## config.mk

```make
export PLATFORM = sky130hd
export DESIGN_NAME = jk_register_bank_flat
export DESIGN_NICKNAME = d
export VERILOG_FILES = /design/src/rtl/jk_register_bank_pkg.sv /design/src/rtl/jk_register_bank_if.sv /design/src/rtl/jk_register_bank_jk_cell.sv /design/src/rtl/jk_register_bank.sv /design/src/flat_wrapper.sv
export SDC_FILE = /design/constraint.sdc
export NUM_CORES = 1
export LEC_CHECK = 0
export ABC_CLOCK_PERIOD_IN_PS = 5500
export CAP_MARGIN = 15
export CORE_UTILIZATION = 35
export DETAILED_ROUTE_END_ITERATION = 8
export HOLD_SLACK_MARGIN = 0.05
export PLACE_DENSITY = 0.61
export SETUP_SLACK_MARGIN = 0.05
export SYNTH_ARGS = -nofsm -noshare
export SYNTH_HDL_FRONTEND = slang
export SYNTH_HIERARCHICAL = 1
export SYNTH_SLANG_ARGS = --single-unit
```

## constraint.sdc

```tcl
create_clock -name clk -period 5.5 [get_ports clk]
set_clock_uncertainty 0.15 [all_clocks]
set_input_delay 0.825 -clock clk [delete_from_list [all_inputs] [get_ports clk]]
set_output_delay 0.825 -clock clk [all_outputs]
set_load 0.01 [all_outputs]
```

## src/rtl/jk_register_bank_pkg.sv

```systemverilog
// Shared definitions for the JK register bank: mode encodings and the JK
// next-state rule used by every cell.
package jk_register_bank_pkg;

    localparam int MODE_W = 2;

    localparam logic [MODE_W-1:0] MODE_JK    = 2'b00;
    localparam logic [MODE_W-1:0] MODE_UP    = 2'b01;
    localparam logic [MODE_W-1:0] MODE_DOWN  = 2'b10;
    localparam logic [MODE_W-1:0] MODE_SHIFT = 2'b11;

    // Classic JK truth table: 00 hold, 01 clear, 10 set, 11 toggle.
    function automatic logic jk_next(input logic q, input logic j, input logic k);
        logic n;
        case ({j, k})
            2'b00:   n = q;
            2'b01:   n = 1'b0;
            2'b10:   n = 1'b1;
            default: n = ~q;
        endcase
        return n;
    endfunction

endpackage

```

## src/rtl/jk_register_bank_if.sv

```systemverilog
// Control/status bundle of the JK register bank. The master drives the
// controls; the slave (the bank) returns state and status.
interface jk_register_bank_if
    import jk_register_bank_pkg::*;
#(
    parameter int WIDTH = 4
);
    logic              en;
    logic [MODE_W-1:0] mode;
    logic [WIDTH-1:0]  j;
    logic [WIDTH-1:0]  k;
    logic              sin;
    logic [WIDTH-1:0]  q;
    logic [WIDTH-1:0]  qb;
    logic              tc;
    logic              wrap;

    modport master (
        output en, mode, j, k, sin,
        input  q, qb, tc, wrap
    );

    modport slave (
        input  en, mode, j, k, sin,
        output q, qb, tc, wrap
    );
endinterface

```

## src/rtl/jk_register_bank_jk_cell.sv

```systemverilog
// Single JK flip-flop with synchronous active-high reset, per-cell reset
// value and update enable. qb is derived from the flop so it never skews.
module jk_cell
    import jk_register_bank_pkg::*;
#(
    parameter logic RST_VAL = 1'b0
) (
    input  logic clk,
    input  logic rst,
    input  logic en,
    input  logic j,
    input  logic k,
    output logic q,
    output logic qb
);

    logic q_q;
    logic q_d;

    // Next state: apply the JK rule only when enabled, otherwise hold.
    always_comb begin
        q_d = q_q;
        if (en) begin
            q_d = jk_next(q_q, j, k);
        end
    end

    // State register; reset wins over everything.
    always_ff @(posedge clk) begin
        if (rst) begin
            q_q <= RST_VAL;
        end else begin
            q_q <= q_d;
        end
    end

    assign q  = q_q;
    assign qb = ~q_q;

endmodule

```

## src/rtl/jk_register_bank.sv

```systemverilog
// Multi-mode JK register bank: WIDTH JK cells whose J/K pairs are steered
// by mode to act as an independent register, up counter, down counter or
// serial-in shift register. Also provides terminal count and wrap pulse.
module jk_register_bank
    import jk_register_bank_pkg::*;
#(
    parameter int               WIDTH       = 4,
    parameter logic [WIDTH-1:0] RESET_VALUE = '0
) (
    input  logic                clk,
    input  logic                rst,
    jk_register_bank_if.slave   bus
);

    logic [WIDTH-1:0] q;
    logic [WIDTH-1:0] qb;
    logic [WIDTH-1:0] t_up;
    logic [WIDTH-1:0] t_dn;
    logic [WIDTH-1:0] shift_val;
    logic [WIDTH-1:0] j_in;
    logic [WIDTH-1:0] k_in;
    logic             tc;
    logic             wrap_q;
    logic             wrap_d;

    // Ripple toggle terms: a bit toggles when all lower bits are 1 (up) or 0 (down).
    always_comb begin
        t_up    = '0;
        t_dn    = '0;
        t_up[0] = 1'b1;
        t_dn[0] = 1'b1;
        for (int i = 1; i < WIDTH; i++) begin
            t_up[i] = t_up[i-1] & q[i-1];
            t_dn[i] = t_dn[i-1] & ~q[i-1];
        end
    end

    assign shift_val = {q[WIDTH-2:0], bus.sin};

    // Mode mux: choose what drives each cell's J/K pair.
    always_comb begin
        j_in = '0;
        k_in = '0;
        case (bus.mode)
            MODE_JK: begin
                j_in = bus.j;
                k_in = bus.k;
            end
            MODE_UP: begin
                j_in = t_up;
                k_in = t_up;
            end
            MODE_DOWN: begin
                j_in = t_dn;
                k_in = t_dn;
            end
            default: begin
                // Set/clear each cell from its lower neighbour (or sin for cell 0).
                j_in = shift_val;
                k_in = ~shift_val;
            end
        endcase
    end

    for (genvar gi = 0; gi < WIDTH; gi++) begin : g_cell
        jk_cell #(
            .RST_VAL (RESET_VALUE[gi])
        ) u_cell (
            .clk (clk),
            .rst (rst),
            .en  (bus.en),
            .j   (j_in[gi]),
            .k   (k_in[gi]),
            .q   (q[gi]),
            .qb  (qb[gi])
        );
    end

    // Terminal count follows q and mode directly, only meaningful for counting modes.
    always_comb begin
        tc = 1'b0;
        if (bus.mode == MODE_UP) begin
            tc = &q;
        end else if (bus.mode == MODE_DOWN) begin
            tc = ~|q;
        end
    end

    // A wrap occurs on an enabled edge taken while sitting at terminal count.
    always_comb begin
        wrap_d = bus.en & tc;
    end

    // Wrap pulse register, aligned with the first cycle showing the wrapped value.
    always_ff @(posedge clk) begin
        if (rst) begin
            wrap_q <= 1'b0;
        end else begin
            wrap_q <= wrap_d;
        end
    end

    assign bus.q    = q;
    assign bus.qb   = qb;
    assign bus.tc   = tc;
    assign bus.wrap = wrap_q;

endmodule

```

## src/flat_wrapper.sv

```systemverilog
// flat-port wrapper written by rule: the top's interface ports become plain ports
module jk_register_bank_flat import jk_register_bank_pkg::*;
#(
    parameter int               WIDTH       = 4,
    parameter logic [WIDTH-1:0] RESET_VALUE = '0
)
  (clk, rst, bus_en, bus_mode, bus_j, bus_k, bus_sin, bus_q, bus_qb, bus_tc, bus_wrap);
  jk_register_bank_if #(.WIDTH(WIDTH)) bus_i ();
  input  logic clk;
  input  logic rst;
  input wire logic [$bits(bus_i.en)-1:0] bus_en;
  input wire logic [$bits(bus_i.mode)-1:0] bus_mode;
  input wire logic [$bits(bus_i.j)-1:0] bus_j;
  input wire logic [$bits(bus_i.k)-1:0] bus_k;
  input wire logic [$bits(bus_i.sin)-1:0] bus_sin;
  output wire logic [$bits(bus_i.q)-1:0] bus_q;
  output wire logic [$bits(bus_i.qb)-1:0] bus_qb;
  output wire logic [$bits(bus_i.tc)-1:0] bus_tc;
  output wire logic [$bits(bus_i.wrap)-1:0] bus_wrap;
  assign bus_i.en = bus_en;
  assign bus_i.mode = bus_mode;
  assign bus_i.j = bus_j;
  assign bus_i.k = bus_k;
  assign bus_i.sin = bus_sin;
  assign bus_q = bus_i.q;
  assign bus_qb = bus_i.qb;
  assign bus_tc = bus_i.tc;
  assign bus_wrap = bus_i.wrap;
  jk_register_bank #(.WIDTH(WIDTH), .RESET_VALUE(RESET_VALUE)) u_core (.clk(clk), .rst(rst), .bus(bus_i));
endmodule
```

After elaboration in Yosys (flattened, before gate mapping)
Index checks and enable logic that the tools add are counted.
{"block": "op_classes", "n_eq_ne": 10, "bitwise_logic": 14, "mux": 8, "reduce_logical": 12}
{"operator": "4-bit case mux with 3 select lines", "n": 2}
{"operator": "1-bit case mux with 3 select lines", "n": 4}
{"operator": "2-bit by 1-bit == test with 1-bit output (second input constant)", "n": 5}
{"operator": "2-bit == test (second input constant)", "n": 5}
{"operator": "2-bit logical NOT", "n": 5}
{"operator": "1-bit NOT", "n": 8}
{"operator": "2-bit AND reduction", "n": 4}
{"operator": "1-bit bitwise AND", "n": 5}
{"operator": "4-bit NOT", "n": 1}
{"operator": "4-bit AND reduction", "n": 1}
{"operator": "4-bit OR reduction", "n": 1}
{"operator": "1-bit two-way mux", "n": 2}
{"operator": "1-bit logical NOT", "n": 1}
{"block": "word_totals", "reg_bits": 5, "word_cells": 49, "output_inout_bits": 10}

Depth between registers and ports, before layout
{"block": "logic_depth", "depth_word": 7, "ltp_mapped": 11}

Cells and area by module
Netlist, hierarchy kept.
{"module": "jk_cell", "seq_area_each_um2": 20.0, "cells_each": 11, "n_inst": 4, "area_each_um2": 93.8}
{"module": "jk_register_bank", "seq_area_each_um2": 20.0, "cells_each": 43, "n_inst": 1, "area_each_um2": 321.6}

Worst setup path before layout
OpenSTA, ideal clock, no wires.
{"block": "synth_path", "path_kind": "input to register", "start": "in bus_mode[0]", "end": "reg u_core.g_cell[3].u_cell.q_q", "n_path_buf": 0, "setup_slack_ns": 3.027, "t_arrival_ns": 2.203, "required_time_ns": 5.230, "cell_stages": 10, "path_cell_list": "inv_1 ha_1 nor3b_4 nor4b_1 a211oi_1 inv_1 ha_1 nor2b_4 mux2i_1 a21oi_1"}
{"block": "synth_via", "elab_chain_cells": 5}
{"item": "from (decl)", "line_no": "flat_wrapper.sv:12", "text": "input wire logic [$bits(bus_i.mode)-1:0] bus_mode;"}
{"item": "2-bit == test, or another cell as far along", "line_no": "jk_register_bank.sv:44", "text": "case (bus.mode)"}
{"item": "4-bit case mux with 3 select lines *", "line_no": "jk_register_bank.sv:44"}
{"item": "net u_core.k_in[3]", "line_no": "jk_register_bank.sv:21", "text": "logic [WIDTH-1:0] k_in;"}
{"item": "parallel branches: the longest is 3 deep, another holds 1-bit case mux with 3 select lines"}
{"item": "to (signal assigned)", "line_no": "jk_register_bank_jk_cell.sv:33", "text": "q_q <= q_d;"}
{"item": "to (decl)", "line_no": "jk_register_bank_jk_cell.sv:17", "text": "logic q_q;"}
Mark *: on every way through the listed nets, which the timed path passes.
A chain may end at the register's enable or synchronous reset.

Worst setup path in the final report
{"block": "layout_path", "start": "in bus_mode[1]", "end": "out bus_tc"}
{"block": "layout_via", "elab_chain_cells": 3}
{"item": "2-bit == test", "line_no": "jk_register_bank.sv:84", "text": "end else if (bus.mode == MODE_DOWN) begin"}
{"item": "1-bit two-way mux", "line_no": "jk_register_bank.sv:84"}
{"item": "1-bit two-way mux *", "line_no": "jk_register_bank.sv:82", "text": "if (bus.mode == MODE_UP) begin"}
{"item": "to (decl)", "line_no": "flat_wrapper.sv:18", "text": "output wire logic [$bits(bus_i.tc)-1:0] bus_tc;"}
Every way passes the cells marked *; elsewhere a longest branch is shown, timed or not.

==> results by stage <==
Final layout:
- The area growth from synthesis to layout is 37.5%.
- The final standard cell area without fillers is 958 um^2.
- For this run, the share of the core covered by cells in the final layout is 53.2%.
- The final standard cell count with taps included and fillers excluded is 135.
- Cells with a size suffix above 1 make up 9.09% of the layout.
- The filler cells instantiated in the layout total 190.
- The final layout contains about 140 nets.
- The number of antenna diodes is 0.

Worst setup path:
- The top fanout value on the critical path is 4.
- The worst setup path startpoint is bus_mode[1].
- The worst setup path is launched from an input pin.
- The critical path's top delay family is buffers and inverters.
- The critical path ends at bus_tc.
- The largest incremental delay on the critical path is around 0.55 ns.
- The buffering stage count on the worst path with inverters included is 3.
- Traced cell by cell, the critical path runs through clkdlybuf4s50_1 -> inv_1 -> ha_1 -> nor3_1 -> o2bb2ai_2 -> clkdlybuf4s50_1.
- The endpoint of the worst register-to-register path is u_core/g_cell[3].u_cell/q$_SDFFE_PP0P_.
- Measured in cells, the most critical reg-to-reg path has a length of 8.
- The setup check on the worst reg-to-reg path leaves a slack of 3.42 ns.
- For this design, the slowest cell found on the critical path is sky130_fd_sc_hd__clkdlybuf4s50_1.
- Data on the critical path arrives at its endpoint at between 2 and 3 ns.
- The startpoint identified for the worst register-to-register timing path is u_core/g_cell[0].u_cell/q$_SDFFE_PP0P_.
- The worst setup path is captured at a primary output.
- The critical path start-end classification is input pin to primary output.
- At the worst endpoint, the required time is ~4.5 ns.
- Counting buffers and inverters, the worst setup path is 6 cells deep.
- The most repeated library cell on the critical path is sky130_fd_sc_hd__clkdlybuf4s50_1.

Placement:
- The post-placement setup slack is 1.99 ns.
- The cell total after placement is 131.
- The placer congestion estimate is 0.737.
- The count of buffers added on input and output ports is 23.
- The post-placement cell area is 932 um^2.
- The sum of net half-perimeters after detailed placement is 1180 um.

GRT:
- The overall overflow remaining after global route is 0.
- Global routing used 15.7% of the available tracks.
- The global-route wire length before repair is ~2400 um.
- The maximum number of pins on one net before global-route repair is 13.
- The number of antenna violations at the first check in global routing came to 0.
- The number of global-route vias before repair is 562.

Timing:
- Derived from the worst setup path, the maximum achievable clock frequency is 287 MHz.
- The setup TNS is 0 ns.
- The worst path needs 3.49 ns of the cycle, external delays included.
- Across all hold checks on the routed design, the worst slack comes to roughly 0.47 ns.
- Across all setup checks in the final design, the least slack found is 2.01 ns.
- Setup violations remaining at the end of the flow were counted as 0.
- At the pin with the least slew margin, the transition time is 0.417 ns.
- The final critical-path share of the clock period is roughly 63%.
- Setup repair after global routing left no endpoint under its margin.
- The max-slew violation count was 0.
- The number of hold-slack violations in the final timing report is 0.
- The relative slew slack is 72.1%.

CTS:
- After clock tree synthesis, the setup repair step added 0 buffers.
- The clock net in this run drives a total of 5 sinks.
- Clock-pin slew was measured on the worst setup and hold paths at 0.04 ns.
- Hold repair after CTS inserted 0 buffers.
- At the later pin of the worst-skew pair, clock insertion delay measures 0.24 ns.
- CTS placed an instance of sky130_fd_sc_hd__clkbuf_4 at the clock tree root.
- Counting along the longest clock path gives a buffer depth of 2.
- The TritonCTS clock tree is done.
- The number of gates resized after CTS is 0.
- In this run the number of H-tree levels came out at 1.
- The total CTS buffers is 3.

Synthesis:
- Synthesis inferred 5 register bits.
- The number of distinct library cells after synthesis is 26.
- The portion of the post-synthesis area used by sequential elements is between 10% and 20%.
- The mean post-synth cell area is 8.01 um^2.
- After synthesis the cells add up to about 700 um^2.
- The synthesized instance count is 87.
- The synthesized netlist net count is 113.
- For this run, the number of Yosys warnings is 6.

Job:
- The number of maximum-capacitance constraint violations is 0.

Routing:
- The via count normalized by instance count is roughly 5.
- The count of nets left with antenna violations once routing finished came out at 0.
- The pre-antenna-repair detailed-routing pass consisted of 4 iterations.
- The remaining routing DRC violations is 0.
- In the final routed layout, each cell accounts on average for 10.9 um.
- Wires add up to 1470 um.
- Across all layers, the routed design uses roughly 670 vias.
- The first routing iteration left 9 violations.

Floorplan:
- The core region is approximately 1800 um^2.
- The die area is 2170 um^2.
- From bottom edge to top edge, the die measures approximately 47 um.
- The die is 46.6 um wide.
- Pin placement for this block handled 24 I/O pins.
- The initialized floorplan defines 15 standard-cell rows.
- The initial cell density of the core is 38.7%.

Power:
- The share of power burned in registers is 25.6%.
- In this run, the combinational gates consume 54.8% of the power.
- The total leakage power is 0.432 nW.
- The peak supply drop is 0.150 mV.
- The overall power is 0.221 mW.
- Dividing total power by cell area gives a power density of 231 nW/um^2.
- The proportion of power drawn by the clock network is 19.6%.
- Of the total power, the share spent switching nets is 37.6%.
- In this run the power spent charging and discharging nets is 0.0833 mW.
- The internal power contribution is 0.138 mW.

Run status:
- The run finished with clean final reports.

Min path:
- The path category of the worst min-delay check is register to register.
## flip-flops by register name, indices dropped and copies added (netlist names)
register and flops:
u_core/g_cell.u_cell/q 4, u_core/bus.wrap 1
## per-layer routing
metal	global-route usage, %	up-vias	wire, um
met3	7.06	0	71
met5	0	-	0
met1	19.2	309	654
met2	25.8	17	739
li1	-	342	-
met4	1.71	0	0
## synthesized netlist by cell type
cell type | instances | area [um^2]
sky130_fd_sc_hd__a211oi_1 | 1 | 7.51
sky130_fd_sc_hd__a21boi_0 | 1 | 7.51
sky130_fd_sc_hd__a21oi_1 | 7 | 35.0
sky130_fd_sc_hd__a22oi_1 | 1 | 7.51
sky130_fd_sc_hd__a2bb2oi_1 | 4 | 35.0
sky130_fd_sc_hd__a31o_2 | 1 | 8.76
sky130_fd_sc_hd__and3_1 | 1 | 6.26
sky130_fd_sc_hd__and3b_1 | 1 | 8.76
sky130_fd_sc_hd__buf_2 | 2 | 10.0
sky130_fd_sc_hd__buf_6 | 1 | 11.3
sky130_fd_sc_hd__clkbuf_2 | 1 | 5.00
sky130_fd_sc_hd__dfxtp_1 | 5 | 100
sky130_fd_sc_hd__ha_1 | 12 | 150
sky130_fd_sc_hd__inv_1 | 15 | 56.3
sky130_fd_sc_hd__mux2i_1 | 5 | 50.1
sky130_fd_sc_hd__nand2_1 | 7 | 26.3
sky130_fd_sc_hd__nand3_1 | 5 | 25.0
sky130_fd_sc_hd__nor2_1 | 5 | 18.8
sky130_fd_sc_hd__nor2b_1 | 1 | 6.26
sky130_fd_sc_hd__nor2b_4 | 4 | 55.1
sky130_fd_sc_hd__nor3_1 | 2 | 10.0
sky130_fd_sc_hd__nor3b_4 | 1 | 18.8
sky130_fd_sc_hd__nor4b_1 | 1 | 8.76
sky130_fd_sc_hd__o21ai_0 | 1 | 5.00
sky130_fd_sc_hd__o2bb2ai_1 | 1 | 8.76
sky130_fd_sc_hd__o2bb2ai_2 | 1 | 15.0
## worst min-delay path by stage
stage,startpoint,to,slack (ns),cells past startpoint
final,u_core/g_cell[3].u_cell/q$_SDFFE_PP0P_,u_core/g_cell[3].u_cell/q$_SDFFE_PP0P_,0.47,2
after global placement,u_core/g_cell[3].u_cell/q$_SDFFE_PP0P_,u_core/g_cell[3].u_cell/q$_SDFFE_PP0P_,0.46,2
after floorplan,u_core/g_cell[2].u_cell/q$_SDFFE_PP0P_,u_core/g_cell[2].u_cell/q$_SDFFE_PP0P_,0.43,2
after detailed placement,u_core/g_cell[3].u_cell/q$_SDFFE_PP0P_,u_core/g_cell[3].u_cell/q$_SDFFE_PP0P_,0.47,2
after global routing,u_core/g_cell[3].u_cell/q$_SDFFE_PP0P_,u_core/g_cell[3].u_cell/q$_SDFFE_PP0P_,0.49,2
after CTS,u_core/g_cell[3].u_cell/q$_SDFFE_PP0P_,u_core/g_cell[3].u_cell/q$_SDFFE_PP0P_,0.48,2
## cell usage in the layout, fill, tap and decap left out, types with 2 or more instances in the layout
cell type / netlist / layout
sky130_fd_sc_hd__ha_1: 12 / 12
sky130_fd_sc_hd__a21oi_1: 7 / 7
sky130_fd_sc_hd__nor3_1: 2 / 2
sky130_fd_sc_hd__nor2b_4: 4 / 4
sky130_fd_sc_hd__nor2_1: 5 / 5
sky130_fd_sc_hd__inv_1: 15 / 15
sky130_fd_sc_hd__nand2_1: 7 / 7
sky130_fd_sc_hd__mux2i_1: 5 / 5
sky130_fd_sc_hd__clkbuf_4: 0 / 3
sky130_fd_sc_hd__nand3_1: 5 / 5
sky130_fd_sc_hd__clkdlybuf4s50_1: 0 / 23
sky130_fd_sc_hd__a2bb2oi_1: 4 / 4
sky130_fd_sc_hd__dfxtp_1: 5 / 5
## worst reg2reg max path: stages (launching register included)
cell	delay (ns)
sky130_fd_sc_hd__dfxtp_1	0.57
sky130_fd_sc_hd__nand3_1	0.18
sky130_fd_sc_hd__and3_1	0.20
sky130_fd_sc_hd__a211oi_1	0.17
sky130_fd_sc_hd__inv_1	0.08
sky130_fd_sc_hd__ha_1	0.21
sky130_fd_sc_hd__nor2b_4	0.13
sky130_fd_sc_hd__mux2i_1	0.19
sky130_fd_sc_hd__a21oi_1	0.08
## cell type report
class	instances	area, um^2	share of cell area (%)
inverters	15	56.3	5.87
clock buffers	4	26.3	2.74
repair buffers	23	230	24.0
flip-flops and latches	5	100	10.4
well taps	25	31.3	3.26
multi-input cells	63	514	53.7
## kinds of logic (layout without fill, tap and decap cells)
| logic type | count (synthesis) | after routing | synth area share [%] |
|---|---|---|---|
| adders and majority gates | 12 | 12 | 21.5 |
| AOI/OAI and AO/OA | 18 | 18 | 18.7 |
| muxes | 5 | 5 | 7.18 |
| and+or+nand+nor | 28 | 28 | 26.4 |
| buffers and inverters | 19 | 42 | 11.8 |
| DFF | 5 | 5 | 14.4 |
## power by group through the flow
| stage | registers [mW] | logic [mW] | clock network, mW |
|---|---|---|---|
| after floorplan | 0.0542 | 0.0821 | 0 |
| after global placement | 0.0575 | 0.120 | 0 |
| after detailed placement | 0.0577 | 0.123 | 0 |
| after CTS | 0.0572 | 0.123 | 0.0453 |
| after global routing | 0.0585 | 0.137 | 0.0478 |
| final | 0.0567 | 0.121 | 0.0433 |
No activity file was read; power rests on OpenSTA's default activity.
